$ cat src/rtl/fsm_seq_pkg.sv
// Shared definitions for the serial pattern generator and its detector.
// Holds the FSM state encoding, default width constants and the idle line level.
package fsm_seq_pkg;

    typedef enum logic [1:0] {
        ST_IDLE = 2'd0,
        ST_SEND = 2'd1,
        ST_GAP  = 2'd2,
        ST_DONE = 2'd3
    } seq_state_e;

    localparam int unsigned DEF_WIDTH = 8;
    localparam int unsigned DEF_LEN_W = 4;
    localparam int unsigned DEF_GAP_W = 4;
    localparam int unsigned DEF_REP_W = 4;

    // Level driven on the serial line whenever no pattern bit is being sent.
    localparam logic IDLE_LEVEL = 1'b0;

endpackage

$ cat src/rtl/seq_down_cnt.sv
// Loadable non-wrapping down-counter with zero flag.
// Ports:
//   CLK, RST  - clock, asynchronous active-low reset
//   load      - load load_val (has priority over dec)
//   dec       - decrement by one; holds at zero
//   load_val  - value loaded on load
//   cnt       - registered count
//   zero_c    - combinational flag, high when cnt is zero
module seq_down_cnt #(
    parameter int unsigned W = 4
) (
    input  logic         CLK,
    input  logic         RST,
    input  logic         load,
    input  logic         dec,
    input  logic [W-1:0] load_val,
    output logic [W-1:0] cnt,
    output logic         zero_c
);

    always_ff @(posedge CLK or negedge RST) begin
        if (!RST) begin
            cnt <= '0;
        end else if (load) begin
            cnt <= load_val;
        end else if (dec && (cnt != '0)) begin
            cnt <= cnt - W'(1);
        end
    end

    assign zero_c = (cnt == '0);

endmodule

$ cat src/rtl/fsm_seq_gen.sv
// Serial pattern generator: shifts a latched pattern MSB-first onto Out1,
// repeated Reps+1 times with Gap idle cycles between repetitions.
// Ports:
//   CLK, RST  - clock, asynchronous active-low reset
//   Start     - transfer request, accepted only in IDLE
//   Pattern   - bits to send (latched on accepted Start)
//   Len       - bits per repetition; 0 or >WIDTH means WIDTH
//   Reps      - extra repetitions
//   Gap       - idle cycles between repetitions
//   Out1      - registered serial data
//   Busy      - registered, high while sending or in a gap
//   Done      - registered one-cycle completion pulse
module fsm_seq_gen
    import fsm_seq_pkg::*;
#(
    parameter int unsigned WIDTH = DEF_WIDTH,
    parameter int unsigned LEN_W = DEF_LEN_W,
    parameter int unsigned GAP_W = DEF_GAP_W,
    parameter int unsigned REP_W = DEF_REP_W
) (
    input  logic             CLK,
    input  logic             RST,
    input  logic             Start,
    input  logic [WIDTH-1:0] Pattern,
    input  logic [LEN_W-1:0] Len,
    input  logic [REP_W-1:0] Reps,
    input  logic [GAP_W-1:0] Gap,
    output logic             Out1,
    output logic             Busy,
    output logic             Done
);

    seq_state_e       state_q, state_d;
    logic [WIDTH-1:0] pat_q, pat_d;
    logic [LEN_W-1:0] len_q, len_d;
    logic [GAP_W-1:0] gap_q, gap_d;
    logic             out1_d, busy_d, done_d;

    logic             bit_load, bit_dec, bit_zero;
    logic [LEN_W-1:0] bit_val, bit_cnt;
    logic             gap_load, gap_dec, gap_zero;
    logic [GAP_W-1:0] gap_val, gap_cnt;
    logic             rep_load, rep_dec, rep_zero;
    logic [REP_W-1:0] rep_val, rep_cnt;

    logic [LEN_W-1:0] len_cl;
    logic             new_first_bit, first_bit, next_bit;

    assign len_cl = ((Len == '0) || (Len > LEN_W'(WIDTH))) ? LEN_W'(WIDTH) : Len;

    // Candidate output bits: first bit of a new request, first bit of a
    // repetition from the latch, and the bit after the current index.
    assign new_first_bit = 1'(Pattern >> (len_cl - LEN_W'(1)));
    assign first_bit     = 1'(pat_q >> (len_q - LEN_W'(1)));
    assign next_bit      = 1'(pat_q >> (bit_cnt - LEN_W'(1)));

    seq_down_cnt #(.W(LEN_W)) u_bit_cnt (
        .CLK(CLK), .RST(RST), .load(bit_load), .dec(bit_dec),
        .load_val(bit_val), .cnt(bit_cnt), .zero_c(bit_zero)
    );

    seq_down_cnt #(.W(GAP_W)) u_gap_cnt (
        .CLK(CLK), .RST(RST), .load(gap_load), .dec(gap_dec),
        .load_val(gap_val), .cnt(gap_cnt), .zero_c(gap_zero)
    );

    seq_down_cnt #(.W(REP_W)) u_rep_cnt (
        .CLK(CLK), .RST(RST), .load(rep_load), .dec(rep_dec),
        .load_val(rep_val), .cnt(rep_cnt), .zero_c(rep_zero)
    );

    // Next-state, latch and next-output logic; outputs are registered below.
    always_comb begin
        state_d  = state_q;
        pat_d    = pat_q;
        len_d    = len_q;
        gap_d    = gap_q;
        out1_d   = IDLE_LEVEL;
        busy_d   = 1'b0;
        done_d   = 1'b0;
        bit_load = 1'b0;
        bit_dec  = 1'b0;
        bit_val  = len_q - LEN_W'(1);
        gap_load = 1'b0;
        gap_dec  = 1'b0;
        gap_val  = gap_q - GAP_W'(1);
        rep_load = 1'b0;
        rep_dec  = 1'b0;
        rep_val  = Reps;

        case (state_q)
            ST_IDLE: begin
                if (Start) begin
                    state_d  = ST_SEND;
                    pat_d    = Pattern;
                    len_d    = len_cl;
                    gap_d    = Gap;
                    bit_load = 1'b1;
                    bit_val  = len_cl - LEN_W'(1);
                    rep_load = 1'b1;
                    out1_d   = new_first_bit;
                    busy_d   = 1'b1;
                end
            end
            ST_SEND: begin
                busy_d = 1'b1;
                if (!bit_zero) begin
                    bit_dec = 1'b1;
                    out1_d  = next_bit;
                end else if (rep_zero) begin
                    state_d = ST_DONE;
                    busy_d  = 1'b0;
                    done_d  = 1'b1;
                end else if (gap_q != '0) begin
                    // Gap counter runs Gap-1..0 so the line idles exactly Gap cycles.
                    state_d  = ST_GAP;
                    rep_dec  = 1'b1;
                    gap_load = 1'b1;
                end else begin
                    // Zero gap: restart at the top bit with no idle bubble.
                    rep_dec  = 1'b1;
                    bit_load = 1'b1;
                    out1_d   = first_bit;
                end
            end
            ST_GAP: begin
                busy_d = 1'b1;
                if (gap_zero) begin
                    state_d  = ST_SEND;
                    bit_load = 1'b1;
                    out1_d   = first_bit;
                end else begin
                    gap_dec = 1'b1;
                end
            end
            ST_DONE: begin
                state_d = ST_IDLE;
            end
            default: begin
                state_d = ST_IDLE;
            end
        endcase
    end

    always_ff @(posedge CLK or negedge RST) begin
        if (!RST) begin
            state_q <= ST_IDLE;
            pat_q   <= '0;
            len_q   <= '0;
            gap_q   <= '0;
            Out1    <= IDLE_LEVEL;
            Busy    <= 1'b0;
            Done    <= 1'b0;
        end else begin
            state_q <= state_d;
            pat_q   <= pat_d;
            len_q   <= len_d;
            gap_q   <= gap_d;
            Out1    <= out1_d;
            Busy    <= busy_d;
            Done    <= done_d;
        end
    end

endmodule

$ cat config.mk
export PLATFORM = sky130hd
export DESIGN_NAME = fsm_seq_gen
export DESIGN_NICKNAME = d
export VERILOG_FILES = /design/src/rtl/fsm_seq_pkg.sv /design/src/rtl/seq_down_cnt.sv /design/src/rtl/fsm_seq_gen.sv
export SDC_FILE = /design/constraint.sdc
export NUM_CORES = 1
export LEC_CHECK = 0
export CAP_MARGIN = 15
export CELL_PAD_IN_SITES_DETAIL_PLACEMENT = 0
export CELL_PAD_IN_SITES_GLOBAL_PLACEMENT = 1
export CORE_MARGIN = 2
export CORE_UTILIZATION = 42
export CTS_CLUSTER_SIZE = 40
export DETAILED_ROUTE_END_ITERATION = 8
export GPL_ROUTABILITY_DRIVEN = 0
export HOLD_SLACK_MARGIN = 0.06
export PLACE_DENSITY_LB_ADDON = 0.1
export SLEW_MARGIN = 20
export SYNTH_ARGS = -nofsm -noshare
export SYNTH_HDL_FRONTEND = slang
export SYNTH_SLANG_ARGS = --single-unit
$ cat constraint.sdc
create_clock -name CLK -period 3.15 [get_ports CLK]
set_clock_uncertainty 0.1 [all_clocks]
set_input_delay 0.315 -clock CLK [delete_from_list [all_inputs] [get_ports CLK]]
set_output_delay 0.315 -clock CLK [all_outputs]
set_load 0.02 [all_outputs]
==> impl_metrics.toml <==
[outcome]
status = "completed"

[route]
vias = 1538
wl_per_cell_um = 14.5
dr.pass1.iters = 4
ant_nets = 0
detail_route.vias_per_cell = 5.42
drc = 0
wl_um = 4130
drtIter0Drc = 49

[logic_synthesis]
synth.net_count = 229
synth_fa_ha_area_share_pct = 3.29
syn_avg_cell_area_um2 = 9.46
synth-simple-area-share_pct = 23.9
ys_seq_elements = 33
ys_warn_count = 0
synthArstFlopShare_pct = 100
synth_area_um2 = 1900
synth-edff-count = 0
synth_mux_area_share_pct = 9.74
synth_ff_type = "dfrtp_1"
synth_top_family_by_area = "simple AND/OR/NAND/NOR gates"
synth.distinct_cells = 42
synth_xor_area_share_pct = 4.61
synth_compound_area_share_pct = 11.4
ys_seq_area_share_pct = 43.4
synthCells = 201

[critical_path]
crit_start = "u_bit_cnt.cnt[0]"
end_kind = "flop"
worstRegToRegCells = 8
cpPeakStageDelay_ps = 470
crit_end = "u_gap_cnt.cnt[2]"
r2r_setup_slack_ps = 710
cp.arrival_ps = 2560
cp-start-kind = "flop"
timing.rr.end = "u_gap_cnt.cnt[2]"
cpMaxStageDelayCell = "or3b_1"
crit_cells = 8
cp_cell_sequence = "inv_1, ha_1, or3b_1, nor3_4, a22oi_1, ha_1, xor2_1, o21ai_1"
reg2reg_from = "u_bit_cnt.cnt[0]"
cp_top_family = "simple AND/OR/NAND/NOR gates"
required_ps = 3260
crit_buf_inv = 1
path_class = "flop to flop"
critPathMaxFanout = 8
worst_path_most_repeated_cell = "ha_1"

[clocking]
clkLatencyLatePin_ps = 280
cts_made_buffers = 5
cts_tree = "built"
hold_buffers = 0
cts_htree_levels = 2
clockBufferDepth = 2
clk_pin_slew_ps = 60
ctsRootBufferMaster = "clkbuf_8"
post-cts-setup-buffers = 0
clock_sinks = 33
cts_resized = 0

[floorplanning]
num_rows = 24
start_util_pct = 43.6
coreArea_um2 = 4350
fp.dieW_um = 71.3
die_area_um2 = 5080
ios = 26
die_h_um = 71.3

[power]
power_density_nw_per_um2 = 957
ir_drop_uv = 318
leakage_nw = 1.02

[layout]
drive_above_1_share_pct = 9.91
syn2layout_area_growth_pct = 21.1
diodes = 0
fin_nets = 260

[global_route]
grt-busiest-layer = "met2"
use_met3_pct = 4.22
grt_use_met2_pct = 28.9
grt-ovfl-total = 0
globalRouteTotalUtil_pct = 18.7
grt_max_degree = 34
grt_pass1_wl_um = 7410
grt.met1_usage_pct = 26.6
antenna_found_initial = 0
grt_pass1_vias = 1532

[sta]
final-setup-viol-count = 0
rsz0062_at_grt = "false"
worst_slew_pin_slew_ps = 630
slew_violations = 0
period_share_pct = 77.6
hold_slack_ps = 317
hold_viol = 0
period_needed_ps = 2440
relSlewSlack_pct = 57.7
setup_tns_ps = 0
max_freq_ghz = 0.409

[place]
dp_hpwl_um = 3210
io_buffers = 25

[min_path]
hold_class = "primary input to asynchronous set/reset pin"

[job]
maxCapViolCount = 0
==> placed cells by master, fill, tap and decap left out, types with 2 or more instances in the layout <==
cell type and count:
o2bb2ai_1 2, and2_1 2, nor2b_1 2, o31ai_1 4
nand3_1 2, inv_1 8, clkbuf_8 6, nor4_1 2
a21boi_0 2, nor3b_1 4, nand2_1 55, a22oi_1 2
nand2b_1 4, nor3_1 5, mux2i_1 5, ha_1 5
dfrtp_1 33, xor2_1 7, clkdlybuf4s50_1 25, a21oi_1 5
o21ai_0 7, nor2_1 12, mux4_2 6, xnor2_1 3
buf_4 5, o211ai_1 2
==> layout make-up <==
| class | count | area [um^2] |
|---|---|---|
| Clock buffer | 7 | 86.3 |
| Fill cell | 387 | 2050 |
| Inverter | 8 | 30.0 |
| Multi-Input combinational cell | 154 | 1010 |
| Sequential cell | 33 | 826 |
| Tap cell | 52 | 65.1 |
| Timing Repair Buffer | 30 | 288 |
==> cell families (layout without fill, tap and decap cells) <==
family | count (synthesis) | after routing
AOI/OAI and AO/OA | 32 | 32
and+or+nand+nor | 96 | 96
adders and majority gates | 5 | 5
DFF | 33 | 33
muxes | 11 | 11
xor gates and xnor gates | 10 | 10
buffers and inverters | 14 | 45
==> stage by stage <==
stage	utilization [%]	setup WS [ps]	total power, mW	cell area, um^2	instances
2_1_floorplan	-	893	1.62	1900	201
5_1_grt	52.8	503	2.41	2300	284
4_1_cts	52.8	674	2.22	2300	284
3_5_place_dp	50.9	520	1.89	2210	277
3_3_place_gp	50.9	622	1.86	2210	277
6_report	52.8	706	2.20	2300	284
==> worst min-delay path by stage <==
stage	start	endpoint	slack, ps
after floorplan	RST	Busy	-80
after global placement	pat_q[6]	pat_q[6]	390
after detailed placement	pat_q[0]	pat_q[0]	390
after CTS	RST	len_q[2]	340
after global routing	RST	len_q[2]	360
final	RST	len_q[2]	320
==> synth_stat cells, drive strengths merged (2+ instances only) <==
library cell,n,area share (%)
a21boi,2,0.79
a21oi,5,1.3
a22oi,3,1.4
and2,2,0.66
buf,3,1.4
clkbuf,3,0.59
dfrtp,33,43
ha,5,3.3
inv,8,1.6
mux2i,5,2.6
mux4,6,7.1
nand2,55,11
nand2b,4,1.3
nand3,2,0.53
nor2,12,2.4
nor2b,2,0.66
nor3,6,2.2
nor3b,5,2.2
nor4,2,0.66
o211ai,2,0.79
o21ai,8,2.1
o2bb2ai,2,0.92
o31ai,4,1.6
or3b,2,0.92
xnor2,3,1.4
xor2,7,3.2
==> worst reg2reg max path: stages, from the launching register on <==
cell and delay [ps]:
dfrtp_1 430, inv_1 110, ha_1 230, or3b_1 470, nor3_4 400, a22oi_1 160
ha_1 210, xor2_1 150, o21ai_1 120
==> sequential cells by signal (all words and copies together) (netlist names) <==
signal	flops
len_q	4
u_gap_cnt.cnt	4
Done	1
u_rep_cnt.cnt	4
state_q	2
pat_q	8
Out1	1
u_bit_cnt.cnt	4
gap_q	4
Busy	1
==> per-layer routing <==
layer / share of wire [%] / vias to the layer above
li1: - / 764
met1: 48 / 731
met2: 45 / 35
met3: 5.3 / 8
met4: 1.3 / 0
met5: 0 / -
==> power by group <==
group / internal [mW] / switching (mW) / total (mW)
combinational: 0.514 / 0.551 / 1.07
clock: 0.173 / 0.147 / 0.321
sequential: 0.625 / 0.191 / 0.816
Power figures use the tool's default switching activity.
